**src/rtl/add_share_arb.sv**
```systemverilog
// add_share_arb
// Round-robin scheduler that shares one single-cycle-latency W-bit adder
// among N requesters. One operand pair is accepted at a time. The block
// pulses the adder's start input, captures the result and returns it to
// the requester that won the grant. It also flags an adder valid that never
// arrives (timeout) and an adder valid that arrives unexpectedly (spurious).
//
// Ports:
//   clk           rising-edge clock
//   rst           synchronous active-high reset
//   req_valid[N]  per-requester request
//   req_a/req_b   packed operands, requester i at bits [i*W +: W]
//   req_ready[N]  one-hot accept pulse (combinational, only in IDLE)
//   add_start     start pulse to the shared adder
//   add_a/add_b   operands to the adder, held until the next accept
//   add_y         adder result
//   add_valid     adder result valid
//   rsp_valid[N]  one-hot response pulse
//   rsp_data      result, valid with rsp_valid and held afterwards
//   busy          high whenever the scheduler is not idle
//   err_timeout   sticky: adder valid did not arrive in time
//   err_spurious  sticky: adder valid arrived outside the wait window
module add_share_arb #(
    parameter int W       = 20,
    parameter int N       = 4,
    parameter int TIMEOUT = 8
) (
    input  logic           clk,
    input  logic           rst,
    input  logic [N-1:0]   req_valid,
    input  logic [N*W-1:0] req_a,
    input  logic [N*W-1:0] req_b,
    output logic [N-1:0]   req_ready,
    output logic           add_start,
    output logic [W-1:0]   add_a,
    output logic [W-1:0]   add_b,
    input  logic [W-1:0]   add_y,
    input  logic           add_valid,
    output logic [N-1:0]   rsp_valid,
    output logic [W-1:0]   rsp_data,
    output logic           busy,
    output logic           err_timeout,
    output logic           err_spurious
);

    localparam int PW = $clog2(N);
    localparam int CW = $clog2(TIMEOUT + 1);

    typedef enum logic [1:0] {
        IDLE  = 2'd0,
        ISSUE = 2'd1,
        WAIT  = 2'd2,
        RESP  = 2'd3
    } state_t;

    state_t        state_r;
    logic [PW-1:0] ptr_r;
    logic [PW-1:0] gnt_r;
    logic [CW-1:0] cnt_r;
    logic          add_start_r;
    logic [W-1:0]  add_a_r;
    logic [W-1:0]  add_b_r;
    logic [N-1:0]  rsp_valid_r;
    logic [W-1:0]  rsp_data_r;
    logic          busy_r;
    logic          err_timeout_r;
    logic          err_spurious_r;

    logic          found_s;
    logic [PW-1:0] grant_s;
    logic [PW:0]   idx_s;
    logic [W-1:0]  sel_a_s;
    logic [W-1:0]  sel_b_s;

    // One-hot decode of a requester index.
    function automatic logic [N-1:0] onehot(input logic [PW-1:0] i);
        onehot = {{(N-1){1'b0}}, 1'b1} << i;
    endfunction

    // Round-robin successor of a requester index, wrapping at N.
    function automatic logic [PW-1:0] next_idx(input logic [PW-1:0] i);
        if (i == PW'(N - 1)) begin
            next_idx = '0;
        end else begin
            next_idx = i + PW'(1);
        end
    endfunction

    // Grant search: first requester with req_valid, scanning from ptr upward
    // with wrap. The index is kept one bit wider so ptr+k never overflows
    // before the modulo-N fold.
    always_comb begin
        found_s = 1'b0;
        grant_s = '0;
        idx_s   = '0;
        for (int k = 0; k < N; k++) begin
            idx_s = {1'b0, ptr_r} + (PW+1)'(k);
            if (idx_s >= (PW+1)'(N)) begin
                idx_s = idx_s - (PW+1)'(N);
            end else begin
                idx_s = idx_s;
            end
            if (!found_s && req_valid[idx_s[PW-1:0]]) begin
                found_s = 1'b1;
                grant_s = idx_s[PW-1:0];
            end else begin
                found_s = found_s;
            end
        end
    end

    // Operand mux for the candidate winner.
    always_comb begin
        sel_a_s = '0;
        sel_b_s = '0;
        for (int i = 0; i < N; i++) begin
            if (grant_s == PW'(i)) begin
                sel_a_s = req_a[i*W +: W];
                sel_b_s = req_b[i*W +: W];
            end else begin
                sel_a_s = sel_a_s;
                sel_b_s = sel_b_s;
            end
        end
    end

    // Accept pulse: the only combinational output, suppressed while in reset.
    always_comb begin
        if ((state_r == IDLE) && found_s && !rst) begin
            req_ready = onehot(grant_s);
        end else begin
            req_ready = '0;
        end
    end

    // Scheduler FSM with all registered outputs and sticky error flags.
    always_ff @(posedge clk) begin
        if (rst) begin
            state_r        <= IDLE;
            ptr_r          <= '0;
            gnt_r          <= '0;
            cnt_r          <= '0;
            add_start_r    <= 1'b0;
            add_a_r        <= '0;
            add_b_r        <= '0;
            rsp_valid_r    <= '0;
            rsp_data_r     <= '0;
            busy_r         <= 1'b0;
            err_timeout_r  <= 1'b0;
            err_spurious_r <= 1'b0;
        end else begin
            // Pulses default low; they are raised for exactly one cycle below.
            add_start_r <= 1'b0;
            rsp_valid_r <= '0;
            if (add_valid && (state_r != WAIT)) begin
                err_spurious_r <= 1'b1;
            end
            case (state_r)
                IDLE: begin
                    if (found_s) begin
                        gnt_r       <= grant_s;
                        add_a_r     <= sel_a_s;
                        add_b_r     <= sel_b_s;
                        add_start_r <= 1'b1;
                        busy_r      <= 1'b1;
                        state_r     <= ISSUE;
                    end
                end
                ISSUE: begin
                    cnt_r   <= '0;
                    state_r <= WAIT;
                end
                WAIT: begin
                    if (add_valid) begin
                        rsp_data_r  <= add_y;
                        rsp_valid_r <= onehot(gnt_r);
                        state_r     <= RESP;
                    end else if (cnt_r == CW'(TIMEOUT - 1)) begin
                        // Counter would reach TIMEOUT: abandon the operation.
                        err_timeout_r <= 1'b1;
                        ptr_r         <= next_idx(gnt_r);
                        busy_r        <= 1'b0;
                        state_r       <= IDLE;
                    end else begin
                        cnt_r <= cnt_r + CW'(1);
                    end
                end
                RESP: begin
                    ptr_r   <= next_idx(gnt_r);
                    busy_r  <= 1'b0;
                    state_r <= IDLE;
                end
                default: begin
                    busy_r  <= 1'b0;
                    state_r <= IDLE;
                end
            endcase
        end
    end

    assign add_start    = add_start_r;
    assign add_a        = add_a_r;
    assign add_b        = add_b_r;
    assign rsp_valid    = rsp_valid_r;
    assign rsp_data     = rsp_data_r;
    assign busy         = busy_r;
    assign err_timeout  = err_timeout_r;
    assign err_spurious = err_spurious_r;

endmodule

```
**config.mk**
```make
export PLATFORM = sky130hd
export DESIGN_NAME = add_share_arb
export DESIGN_NICKNAME = d
export VERILOG_FILES = /design/src/rtl/add_share_arb.sv
export SDC_FILE = /design/constraint.sdc
export NUM_CORES = 1
export LEC_CHECK = 0
export ABC_AREA = 1
export CORE_MARGIN = 2
export CORE_UTILIZATION = 41
export DETAILED_ROUTE_END_ITERATION = 8
export PLACE_DENSITY = 0.87
export SYNTH_ARGS = -nofsm -noshare
export SYNTH_HDL_FRONTEND = slang
export SYNTH_SLANG_ARGS = --single-unit
```
**constraint.sdc**
```tcl
create_clock -name clk -period 4.7 [get_ports clk]
set_input_delay 1.175 -clock clk [delete_from_list [all_inputs] [get_ports clk]]
set_output_delay 1.175 -clock clk [all_outputs]
set_load 0.05 [all_outputs]
```
==> key figures <==
Status
  – Status: finished, final reports clean

Power
  – Power per cell area: 744 nW/um^2
  – Peak VDD IR: 0.000491 V
  – LEAKAGE: 3.05 nW

Logic synthesis
  – Top cells by area, synth: dfxtp_1, nand2_1, o21ai_0
  – Syn. warnings: 0
  – Leading area contributor after synthesis: dfxtp_1
  – Number of synthesized flops with an enable pin: 0
  – Synth Cell Area: 4300 um^2
  – Synth Instances: 691
  – Count leader, synth: nand2_1
  – Flops & latches, synth: 78
  – Register area share after synthesis: 36.3%
  – Mapped Nets: 885
  – Post-synth top area share: 36.3%
  – Commonest cells post-synth: nand2_1, nor2_1, o21ai_0
  – Main synth FF type: dfxtp_1
  – Distinct cell type count after synthesis: 27
  – Mean area per synthesized cell: 6.23 um^2
  – Async set-reset flop share out of synthesis: 0%

Worst setup path
  – Family with the most delay on the worst path: simple AND/OR/NAND/NOR gates
  – R2r setup slk: 1.87 ns
  – Worst-path maximum fanout: 5
  – Crit path top cell by count: nand2_1
  – Crit path max-delay cell type: clkdlybuf4s50_1
  – CP required: 3.52 ns
  – R2R depth: 13
  – Max stage delay on crit path: 0.52 ns
  – Critical Path Start Type: input port
  – Worst setup EP type: primary output
  – CP arrival: 3.08 ns
  – Reg2Reg Launch Point: ptr_r[0]
  – Ordered cell list for the critical path: clkdlybuf4s50_1 -> nand2_2 -> nand2_1 -> nand2_1 -> nand2_2 -> inv_1 -> nand3_1 -> nor2_1 -> inv_1 -> nand2_1 -> inv_2 -> nand2_1 -> nor3_1 -> buf_12
  – Type of the worst setup path: input port to primary output
  – RR Endpoint: add_a[5]
  – CP Buf/Inv Count: 5

Drt
  – Vias: 5265
  – 1st-pass router iterations: 5
  – Vias per cell: 4.92
  – ANT nets after route: 0
  – Initial DRC count: 310
  – Post-Route WL: 14900 um
  – Drt wl/cell: 13.9 um
  – Post-route DRC violation count: 0

Finish
  – Nets: 1124
  – Antenna Cells: 0
  – Filler cells: 879
  – Register area: 1560 um^2
  – Post-route design area: 7160 um^2
  – Final non-filler cell total: 1071
  – Layout Area Growth over Synthesis: 66.4%
  – Area of the multi-input gates: 2350 um^2
  – Layout cells sized above 1: 5.24%

CTS
  – Post-CTS sizing: 0
  – Later-pin clock latency in the skew report: 0.35 ns
  – Root Driver: clkbuf_8
  – H-Tree Depth: 3
  – Longest Clk Path Bufs: 2
  – Setup Buffers After CTS: 0
  – Worst-path clk slew: 0.09 ns
  – # hold bufs at CTS: 0
  – Sink Count: 78
  – CTS tree: built
  – Num CTS Buffers: 9

Placement
  – GP Congestion: 0.894
  – Dpl hpwl: 11200 um
  – Placed instance area: 6960 um^2
  – Placed Cells: 1055
  – Port bufs: 258
  – Pre-CTS setup slack: 0.441 ns

Floorplan
  – Die Span X: 106 um
  – Core area: 10300 um^2
  – Core Rows: 37
  – Boundary Pins: 259
  – Die Y: 106 um
  – Starting Density: 41.9%
  – DIE AREA: 11300 um^2

Job
  – Max Cap Viol: 0

Global route
  – Pin count of the biggest net entering global routing: 66
  – Total grt overflow: 0
  – First-pass GRT wire length: 23400 um
  – Initial antenna violation count: 0
  – Gr usage total: 25.8%
  – Vias in the first global route: 4981

Worst hold path
  – Hold EP: add_b[8]
  – Worst hold-check path type: flop to flop
  – Worst hold start: add_b[8]
  – Cells on Worst Hold Path: 2

Timing
  – Final min period: 4.26 ns
  – RSZ-0062 raised after global routing: false
  – Min setup slack post-route: 0.442 ns
  – Final hold vios: 0
  – Final setup viols: 0
  – Final TNS setup: 0 ns
  – Rel. slew slack: 54.1%
  – Max Transition Viols Final: 0
  – Worst-margin pin slew: 0.688 ns
  – Period utilization: 90.6%
  – Final hold slack: 0.468 ns
  – Fmax: 235 MHz
  – Final Skew: 0.0107 ns
## cells by family after synthesis
logic type	after synthesis	synth area share [%]
DFF	78	36.3
buffers and inverters	89	9.19
and+or+nand+nor	390	37.5
AOI/OAI and AO/OA	127	15.0
adders and majority gates	7	2.04
## worst register-to-register path, cell delays in order (launching register included)
cell and delay [ns]:
dfxtp_1 0.58, inv_2 0.16, nand2_1 0.11, nand2_1 0.09, nand2_1 0.10, a21boi_1 0.25
nand3_2 0.29, buf_4 0.29, nor2_2 0.10, buf_4 0.39, nand2_1 0.13, nand3_1 0.11
nand2_1 0.05, a21oi_1 0.13
## registers in the layout, indices dropped and copies added (netlist names), 2 cells and up
| signal | cells |
|---|---|
| rsp_data | 20 |
| add_a | 20 |
| add_b | 20 |
| gnt_r | 2 |
| cnt_r | 4 |
| rsp_valid | 4 |
| state_r | 2 |
| ptr_r | 2 |
## layout make-up
type                    instances  share of cell area (%)
flip-flops and latches         78                    21.8
clock inverters                 5                   0.821
multi-input cells             524                    32.8
well taps                     136                    2.38
repair buffers                268                    37.7
inverters                      49                    2.57
clock buffers                  11                    1.97
## layer usage
layer | track usage, % | vias to the layer above | wire length [um]
met5 | 0 | - | 0
met1 | 29.4 | 2339 | 6020
met3 | 8.09 | 27 | 1300
met4 | 8.16 | 0 | 227
met2 | 45.9 | 209 | 7320
li1 | - | 2690 | -
## how the worst max path moves through the flow
stage	startpoint	endpoint	slack, ns	depth (start not counted)
floorplan	req_valid[1]	req_ready[1]	0.26	14
global placement	req_valid[3]	req_ready[1]	0.51	14
detailed placement	req_valid[3]	req_ready[1]	0.44	14
CTS	req_valid[3]	req_ready[1]	0.42	14
global route	req_valid[3]	req_ready[1]	0.24	14
finish	req_valid[3]	req_ready[1]	0.44	14
## layout by cell type (no fill, tap or decap), types with 2 or more instances in the layout
cell type,Yosys,layout
a21oi_1,43,43
and3_1,2,2
buf_12,0,4
buf_4,5,10
clkbuf_8,0,10
clkdlybuf4s50_1,0,254
clkinvlp_4,0,2
dfxtp_1,78,78
ha_1,7,7
inv_1,43,43
inv_2,6,6
nand2_1,216,216
nand2_2,5,5
nand3_1,51,51
nand3_2,2,2
nand4_1,10,10
nor2_1,92,92
nor2_2,4,4
nor3_1,4,4
o21ai_0,80,80
or2_2,2,2
## power by group
group	switching [mW]	internal [mW]	leakage, nW
Combinational	2.56	1.29	2.31
Clock	0.256	0.260	0.0955
Sequential	0.109	0.856	0.641
Total	2.92	2.40	3.05
## per-stage QoR
stage	total power, mW	util (%)
global route	5.82	69.7
finish	5.33	69.7
global placement	4.76	67.7
floorplan	3.81	-
detailed placement	4.81	67.7
CTS	5.34	69.7
Note: power is estimated with default switching activity, not from simulation.
